$ cat config.mk
export PLATFORM = sky130hd
export DESIGN_NAME = fft_stage_sequencer
export DESIGN_NICKNAME = d
export VERILOG_FILES = /design/src/rtl/fft_pkg.sv /design/src/rtl/fft_addr_gen.sv /design/src/rtl/fft_stage_sequencer.sv
export SDC_FILE = /design/constraint.sdc
export NUM_CORES = 1
export LEC_CHECK = 0
export CAP_MARGIN = 20
export CORE_ASPECT_RATIO = 0.9
export CORE_MARGIN = 8
export CORE_UTILIZATION = 29
export CTS_BUF_LIST = sky130_fd_sc_hd__clkbuf_4 sky130_fd_sc_hd__clkbuf_8
export DETAILED_ROUTE_END_ITERATION = 10
export PLACE_DENSITY_LB_ADDON = 0.3
export SLEW_MARGIN = 20
export SYNTH_ARGS = -nofsm -noshare
export SYNTH_HDL_FRONTEND = slang
export SYNTH_HIERARCHICAL = 1
export SYNTH_SLANG_ARGS = --single-unit
$ cat constraint.sdc
create_clock -name clk -period 2.2 [get_ports clk]
set_input_delay 0.44 -clock clk [delete_from_list [all_inputs] [get_ports clk]]
set_output_delay 0.44 -clock clk [all_outputs]
set_load 0.02 [all_outputs]
$ cat src/rtl/fft_pkg.sv
// Shared types and constants for the in-place radix-2 FFT sequencer.
// sample_t packs one complex sample as {real, imag} signed 16-bit halves.
package fft_pkg;

  localparam int LOG2N_DEFAULT = 4;
  localparam int N             = 1 << LOG2N_DEFAULT;
  localparam int HALF_N        = N / 2;

  typedef struct packed {
    logic signed [15:0] re;
    logic signed [15:0] im;
  } sample_t;

  typedef enum logic [2:0] {
    IDLE,
    RD,
    EX,
    WR,
    FIN
  } state_t;

  // Arithmetic halving of both components, used for per-stage 1/2 scaling.
  function automatic sample_t halve(input sample_t x);
    sample_t y;
    y.re = x.re >>> 1;
    y.im = x.im >>> 1;
    return y;
  endfunction

endpackage

$ cat src/rtl/fft_addr_gen.sv
// Combinational butterfly address generator: (bf_idx, stage) -> RAM pair and twiddle index.
// Pure function of its inputs so a pipelined sequencer can reuse it unchanged.
module fft_addr_gen #(
  parameter int LOG2N = 4
) (
  input  logic [LOG2N-2:0] bf_idx,
  input  logic [LOG2N-1:0] s,
  output logic [LOG2N-1:0] addr_a,
  output logic [LOG2N-1:0] addr_b,
  output logic [LOG2N-2:0] tw_addr
);

  logic [LOG2N-1:0] idx_ext;
  logic [LOG2N-1:0] span;
  logic [LOG2N-1:0] low_mask;
  logic [LOG2N-1:0] j;
  logic [LOG2N-1:0] tw_full;

  always_comb begin
    idx_ext  = {1'b0, bf_idx};
    span     = LOG2N'(1) << s;
    low_mask = span - LOG2N'(1);
    j        = idx_ext & low_mask;
    // A zero bit is opened at position s: upper bits move up one place.
    addr_a   = ((idx_ext & ~low_mask) << 1) | j;
    addr_b   = addr_a | span;
    tw_full  = j << (LOG2N - 1 - int'(s));
    tw_addr  = tw_full[LOG2N-2:0];
  end

endmodule

$ cat src/rtl/fft_stage_sequencer.sv
// In-place radix-2 DIT FFT controller: one butterfly per RD/EX/WR triple, LOG2N stages of N/2.
// Build macro FFT_SCALE_EN: results are arithmetically halved per component every stage.
module fft_stage_sequencer
  import fft_pkg::*;
#(
  parameter int LOG2N = LOG2N_DEFAULT,
  parameter int DW    = 32
) (
  input  logic             clk,
  input  logic             rst_n,
  input  logic             start,
  output logic             busy,
  output logic             done,
  output logic [LOG2N-1:0] stage,
  output logic [LOG2N-1:0] mem_addr_a,
  output logic [LOG2N-1:0] mem_addr_b,
  input  logic [DW-1:0]    mem_rdata_a,
  input  logic [DW-1:0]    mem_rdata_b,
  output logic             mem_we,
  output logic [DW-1:0]    mem_wdata_a,
  output logic [DW-1:0]    mem_wdata_b,
  output logic [LOG2N-2:0] tw_addr,
  input  logic [DW-1:0]    tw_data,
  output logic [DW-1:0]    bf_a,
  output logic [DW-1:0]    bf_b,
  output logic [DW-1:0]    bf_w,
  input  logic [DW-1:0]    bf_out1,
  input  logic [DW-1:0]    bf_out2
);

  // state | meaning
  // IDLE  | waiting for start
  // RD    | addresses presented to RAM and twiddle ROM
  // EX    | read data on butterfly operands, results captured at cycle end
  // WR    | results written back in place, advance butterfly/stage
  // FIN   | one-cycle done pulse

  localparam logic [LOG2N-2:0] LAST_BF = '1;
  localparam logic [LOG2N-1:0] LAST_S  = LOG2N'(LOG2N - 1);

  state_t           state;
  state_t           state_nxt;
  logic [LOG2N-2:0] bf_idx;
  logic [LOG2N-2:0] bf_idx_nxt;
  logic [LOG2N-1:0] s;
  logic [LOG2N-1:0] s_nxt;
  logic [DW-1:0]    res1;
  logic [DW-1:0]    res2;
  logic [DW-1:0]    res1_d;
  logic [DW-1:0]    res2_d;
  logic [LOG2N-1:0] gen_a;
  logic [LOG2N-1:0] gen_b;
  logic [LOG2N-2:0] gen_tw;

  fft_addr_gen #(
    .LOG2N (LOG2N)
  ) u_addr_gen (
    .bf_idx  (bf_idx),
    .s       (s),
    .addr_a  (gen_a),
    .addr_b  (gen_b),
    .tw_addr (gen_tw)
  );

  always_ff @(posedge clk or negedge rst_n) begin
    if (!rst_n) begin
      state  <= IDLE;
      bf_idx <= '0;
      s      <= '0;
      res1   <= '0;
      res2   <= '0;
    end else begin
      state  <= state_nxt;
      bf_idx <= bf_idx_nxt;
      s      <= s_nxt;
      if (state == EX) begin
        res1 <= res1_d;
        res2 <= res2_d;
      end
    end
  end

  always_comb begin
    state_nxt  = state;
    bf_idx_nxt = bf_idx;
    s_nxt      = s;
    unique case (state)
      IDLE: if (start) state_nxt = RD;
      RD:   state_nxt = EX;
      EX:   state_nxt = WR;
      WR: begin
        state_nxt = RD;
        if (bf_idx == LAST_BF) begin
          bf_idx_nxt = '0;
          if (s == LAST_S) begin
            s_nxt     = '0;
            state_nxt = FIN;
          end else begin
            s_nxt = s + 1'b1;
          end
        end else begin
          bf_idx_nxt = bf_idx + 1'b1;
        end
      end
      FIN:     state_nxt = IDLE;
      default: state_nxt = IDLE;
    endcase
  end

`ifdef FFT_SCALE_EN
  assign res1_d = DW'(halve(sample_t'(bf_out1)));
  assign res2_d = DW'(halve(sample_t'(bf_out2)));
`else
  assign res1_d = bf_out1;
  assign res2_d = bf_out2;
`endif

  // Outputs decode straight from the state register so async reset clears them at once.
  assign busy   = (state == RD) || (state == EX) || (state == WR);
  assign done   = (state == FIN);
  assign mem_we = (state == WR);
  assign stage  = s;

  assign mem_addr_a = busy ? gen_a  : '0;
  assign mem_addr_b = busy ? gen_b  : '0;
  assign tw_addr    = busy ? gen_tw : '0;

  assign bf_a = (state == EX) ? mem_rdata_a : '0;
  assign bf_b = (state == EX) ? mem_rdata_b : '0;
  assign bf_w = (state == EX) ? tw_data     : '0;

  assign mem_wdata_a = res1;
  assign mem_wdata_b = res2;

endmodule

======== Word-level counts from Yosys, hierarchy flattened ========
Index checks and enable logic that the tools add are counted.
word-level totals
  output and inout port bits .............. 178
  flip-flop bits (word level) ............. 74
  input port bits ......................... 163
  logic and storage cells ................. 39
operators by class
  bitwise logic cells ..................... 5
  equality and inequality tests ........... 7
  muxes and demuxes ....................... 12
  add/sub/neg operators ................... 4
  shift-type cells ........................ 2
  reduce and logical (&&, ||, !) cells .... 4
operator list
  kind                                                                number
  32-bit 2-to-1 mux                                                   3
  4-bit by 32-bit left shift with 3-bit output                        1
  3-bit 2-to-1 mux                                                    5
  4-bit 2-to-1 mux                                                    3
  3-bit case mux with 4 select lines                                  1
  4-bit OR                                                            2
  3-bit by 2-bit == test with 1-bit output, second input constant     2
  3-bit == test, second input constant                                2
  2-bit by 4-bit subtractor with 5-bit output, first input constant   1
  4-bit by 1-bit adder with 4-bit output, second input constant       1
  3-bit by 4-bit AND with 4-bit output                                1
  4-bit by 2-bit == test with 1-bit output, second input constant     1
  1-bit by 4-bit left shift with 4-bit output, first input constant   1
  4-bit by 1-bit subtractor with 4-bit output, second input constant  1
  3-bit by 1-bit adder with 3-bit output, second input constant       1
  3-bit AND                                                           1
  3-bit by 1-bit == test with 1-bit output, second input constant     1
  3-bit logical NOT                                                   1
  3-bit inverter                                                      1
  1-bit logical OR                                                    2
  2-bit inequality test, second input constant                        1
  2-bit AND reduction                                                 1

======== Logic depth before layout (Yosys ltp) ========
  depth in word-level cells ............... 7
  gate-level depth with buffers ........... 8
  gate-level depth less buffers ........... 8

======== Hierarchy ========
The synthesis kept the hierarchy.
by module, submodules not included
  module               instances  cells an instance  sequential area each (um^2)  area an instance (um^2)
  fft_stage_sequencer  1          297                1851.8                       3608.5
  fft_addr_gen         1          34                 0.0                          229.0

======== Least setup slack after synthesis ========
OpenSTA, ideal clock, no wires.
  path kind ............................... reg2out
  start ................................... register s[0] (netlist: stage[0])
  end ..................................... output tw_addr[2]
  stages on the path, launching flop included .. 9
  path buffers ............................ 1
  data required time ...................... 1.760 ns
  slack ................................... -0.425 ns
  arrival time ............................ 2.185 ns
  cell sequence ........................... dfrtp_1 -> buf_6 -> nor4_1 -> inv_1 -> ha_1 -> nor2b_1 -> a21oi_1 -> a311oi_1 -> and2_1
on the way
  longest elaborated chain between the ends .. 5
  elaborated cells on any way between the ends .. 6
  those cells by class .................... add/sub (2); shift (2); mux (1); bitwise (1)
RTL lines
  item                                            line                        source
  start: declaration                              fft_stage_sequencer.sv:45   logic [LOG2N-1:0] s;
  start signal: assignment                        fft_stage_sequencer.sv:75   s <= s_nxt;
  1-bit by 4-bit left shift with 4-bit output     fft_addr_gen.sv:21          span = LOG2N'(1) << s;
  4-bit by 1-bit subtractor with 4-bit output     fft_addr_gen.sv:22          low_mask = span - LOG2N'(1);
  3-bit by 4-bit AND with 4-bit output            fft_addr_gen.sv:23          j = idx_ext & low_mask;
  4-bit by 32-bit left shift with 3-bit output *  fft_addr_gen.sv:27          tw_full = j << (LOG2N - 1 - int'(s));
  named net gen_tw[2]                             fft_stage_sequencer.sv:53   logic [LOG2N-2:0] gen_tw;
  3-bit 2-to-1 mux *                              fft_stage_sequencer.sv:126  assign tw_addr = busy ? gen_tw : '0;
  end: declaration                                fft_stage_sequencer.sv:22   output logic [LOG2N-2:0] tw_addr,
The timed path passes the listed nets; every way through them passes the cells marked *.

======== Final worst setup path ========
  start ................................... register s[2] (netlist: stage[2])
  end ..................................... output mem_addr_b[2]
on the way
  longest elaborated chain between the ends .. 7
  elaborated cells on any way between the ends .. 8
  those cells by class .................... add/sub (1); shift (1); mux (1); bitwise (5)
RTL lines
  item                                           line                        source
  1-bit by 4-bit left shift with 4-bit output *  fft_addr_gen.sv:21
  4-bit by 1-bit subtractor with 4-bit output    fft_addr_gen.sv:22
  3-bit inverter                                 fft_addr_gen.sv:25          addr_a = ((idx_ext & ~low_mask) << 1) | j;
  3-bit AND                                      fft_addr_gen.sv:25
  4-bit OR                                       fft_addr_gen.sv:25
  4-bit OR *                                     fft_addr_gen.sv:26          addr_b = addr_a | span;
  named net gen_b[2]                             fft_stage_sequencer.sv:52   logic [LOG2N-1:0] gen_b;
  4-bit 2-to-1 mux *                             fft_stage_sequencer.sv:125  assign mem_addr_b = busy ? gen_b : '0;
  end: declaration                               fft_stage_sequencer.sv:16   output logic [LOG2N-1:0] mem_addr_b,
Marked as above.

==> impl_metrics.env <==
export IMPL_cts_htree_levels=3
export IMPL_wl_per_cell_um=20.58
export IMPL_fin_tns_setup_ns=-1.948
export IMPL_grt_pass1_wl_mm=25.90
export IMPL_cts_root_buf="clkbuf_8"
export IMPL_dieWidth_um=137.3
export IMPL_drive_gt1_share_pct=36.12
export IMPL_io_buffer_count=340
export IMPL_path_clk_slew_ns=0.07
export IMPL_cts_buffer_depth=2
export IMPL_synth_largest_area_cell="dfrtp_1"
export IMPL_grt_pass1_vias=4127
export IMPL_drv_slew=0
export IMPL_fp_dieH_um=125.1
export IMPL_max_slew_margin_pct=68.40
export IMPL_fillerInstances=1142
export IMPL_syn_nets=498
export IMPL_worstMarginPinSlew_ns=0.4739
export IMPL_clock_skew_ns=0.009002
export IMPL_startpoint_type="flip-flop"
export IMPL_crit_arrival_ns=2.15
export IMPL_rows=40
export IMPL_crit_required_ns=1.76
export IMPL_die_area_um2=17170
export IMPL_wirelength_mm=18.01
export IMPL_p_per_area_nw_per_um2=1415
export IMPL_p_leak_nw=3.482
export IMPL_cts_tree="built"
export IMPL_worstSetupPathType="flip-flop to output port"
export IMPL_final_common_cell="clkdlybuf4s50_1"
export IMPL_vias=3895
export IMPL_fin_crit_sh_pct=117.8
export IMPL_insertion_delay_ns=0.36
export IMPL_clock_sinks=74
export IMPL_grt_overflow=0
export IMPL_rsz0062_at_grt="yes"
export IMPL_hold_viol=0
export IMPL_ys_seq_area_share_pct=48.26
export IMPL_yosysTopAreaCellShare_pct=48.26
export IMPL_gp_congestion=0.9739
export IMPL_first_iter_violations=126
export IMPL_yosys_warnings=6
export IMPL_syn_avg_cell_area_um2=11.59
export IMPL_vias_per_cell=4.451
export IMPL_synth_seq_cells=74
export IMPL_grt_max_degree=41
export IMPL_violations="negative setup slack"
export IMPL_antenna_found_initial=1
export IMPL_critPathCaptureType="output port"
export IMPL_ant_nets=0
export IMPL_track_usage_pct=19.93
export IMPL_multiInputGateArea_um2=1927
export IMPL_setup_viol=9
export IMPL_period_minus_slack_ns=2.591
export IMPL_p_total_mw=10.80
export IMPL_io_pins=341
export IMPL_syn_cell_area_um2=3837
export IMPL_area_growth_syn_to_layout_pct=98.83
export IMPL_initial_utilization_pct=29.27
export IMPL_syn_inst=331
export IMPL_final_nets=868
export IMPL_regArea_um2=1857
export IMPL_ir_worst_vdd_mv=0.9803
export IMPL_hp_class="input port to async pin"
export IMPL_setup_slack_ns=-0.3909
export IMPL_ys_types=36
export IMPL_cp_max_fo=3
export IMPL_synth_area_leaders="dfrtp_1, mux2_2, and2_1"
export IMPL_outcome="complete, but fails checks"
export IMPL_dp_hpwl_mm=14.86
export IMPL_cap_violations=0
export IMPL_rr_worst_depth=6
export IMPL_first_pass_iters=5
export IMPL_drc=0
export IMPL_fmax_ghz=0.3860
export IMPL_cts_buffers=9
export IMPL_core_area_um2=13110
export IMPL_final_cell_mix="clkdlybuf4s50_1, and2_1, dfrtp_1, mux2_2, buf_2"
path summary, 6_finish.rpt:
kind	to	slack [ns]	start
setup / recovery	mem_addr_b[2]	-0.39	stage[2]
setup reg to reg	stage[3]	0.27	bf_idx[0]
min in group clk	mem_wdata_a[0]	0.50	mem_wdata_a[0]
hold / removal	mem_wdata_a[18]	0.03	rst_n
max in group asynchronous	mem_wdata_a[0]	1.58	rst_n
hold reg to reg	mem_wdata_a[0]	0.50	mem_wdata_a[0]
state kept, by name, indices dropped and copies added, names as in the netlist:
name         count
bf_idx           3
stage            4
state            3
mem_wdata_b     32
mem_wdata_a     32
through the flow:
step | instances | utilization (%) | cell area, um2 | setup slack, ns | hold WS [ns]
after floorplan | 331 | - | 3875 | -0.02724 | 0.1444
after global placement | 851 | 58.17 | 7627 | -0.5137 | 0.4178
after detailed placement | 851 | 58.17 | 7627 | -0.5392 | 0.4331
after CTS | 872 | 58.17 | 7627 | -0.4556 | 0.02692
after global routing | 875 | 58.19 | 7630 | -0.4849 | 0.04066
final | 875 | 58.19 | 7630 | -0.3909 | 0.03092
cells by family after synthesis:
group                      after synthesis  share of synthesized area [%]
and+or+nand+nor                        145                          23.70
DFF                                     74                          48.26
muxes                                   70                          20.51
buffers and inverters                   24                          3.749
AOI/OAI and AO/OA                       12                          2.022
adders and majority gates                4                          1.304
xor gates and xnor gates                 2                         0.4566
cell usage after synthesis:
library cell and instances:
or2_2 2, nand4_1 1, dfrtp_1 74, nor4b_4 1
clkbuf_1 1, a211oi_1 1, buf_2 1, a221o_2 1
nand3_1 1, nor2b_1 4, nand2b_1 3, o31ai_1 1
mux2_1 4, a21o_1 1, o21ai_0 2, nor3b_4 1
nor4_1 1, mux2_2 65, mux2i_1 1, buf_4 7
clkbuf_2 9, and2_1 109, a21oi_1 4, xnor2_1 2
nor2_1 9, o21ai_1 1, buf_6 2, nand3b_1 2
nand2_1 7, and4b_1 1, or3b_4 1, nor3_1 1
ha_1 4, nor4bb_1 1, a311oi_1 1, inv_1 4
worst max-delay path, cell delays in order (launching register included):
cell and delay (ns):
dfrtp_2 0.44, nor4_4 0.31, inv_2 0.08, ha_4 0.26, buf_6 0.11, a221o_2 0.34
and2_4 0.14, buf_6 0.12
repair_timing:
item,in CTS,in global routing
setup endpoints to repair,109,86
resized for setup,425,68
buffers inserted,5,0
gates cloned,0,3
hold buffers,0,0
pin swaps,9,5
final cells by class:
| type | instances | area share (%) |
|---|---|---|
| Clock inverter | 4 | 0.6724 |
| Sequential cell | 74 | 24.34 |
| Antenna cell | 1 | 0.03280 |
| Multi-Input combinational cell | 233 | 25.25 |
| Timing Repair Buffer | 379 | 44.75 |
| Clock buffer | 12 | 2.001 |
| Inverter | 4 | 0.1968 |
| Tap cell | 168 | 2.755 |
per-layer routing:
metal,GRT usage (%),up-vias,part of all wire [%],wire (um)
met5,0,-,0,0
met4,4.470,0,1.4,257
met3,8.086,13,10,1831
met2,36.14,183,53,9480
met1,20.84,1867,36,6436
li1,-,1832,-,-
report_power, final:
group	switching (mW)	internal [mW]
combinational	3.51	3.76
sequential	0.407	2.04
clock	0.502	0.580
Note: power is estimated with default switching activity, not from simulation.
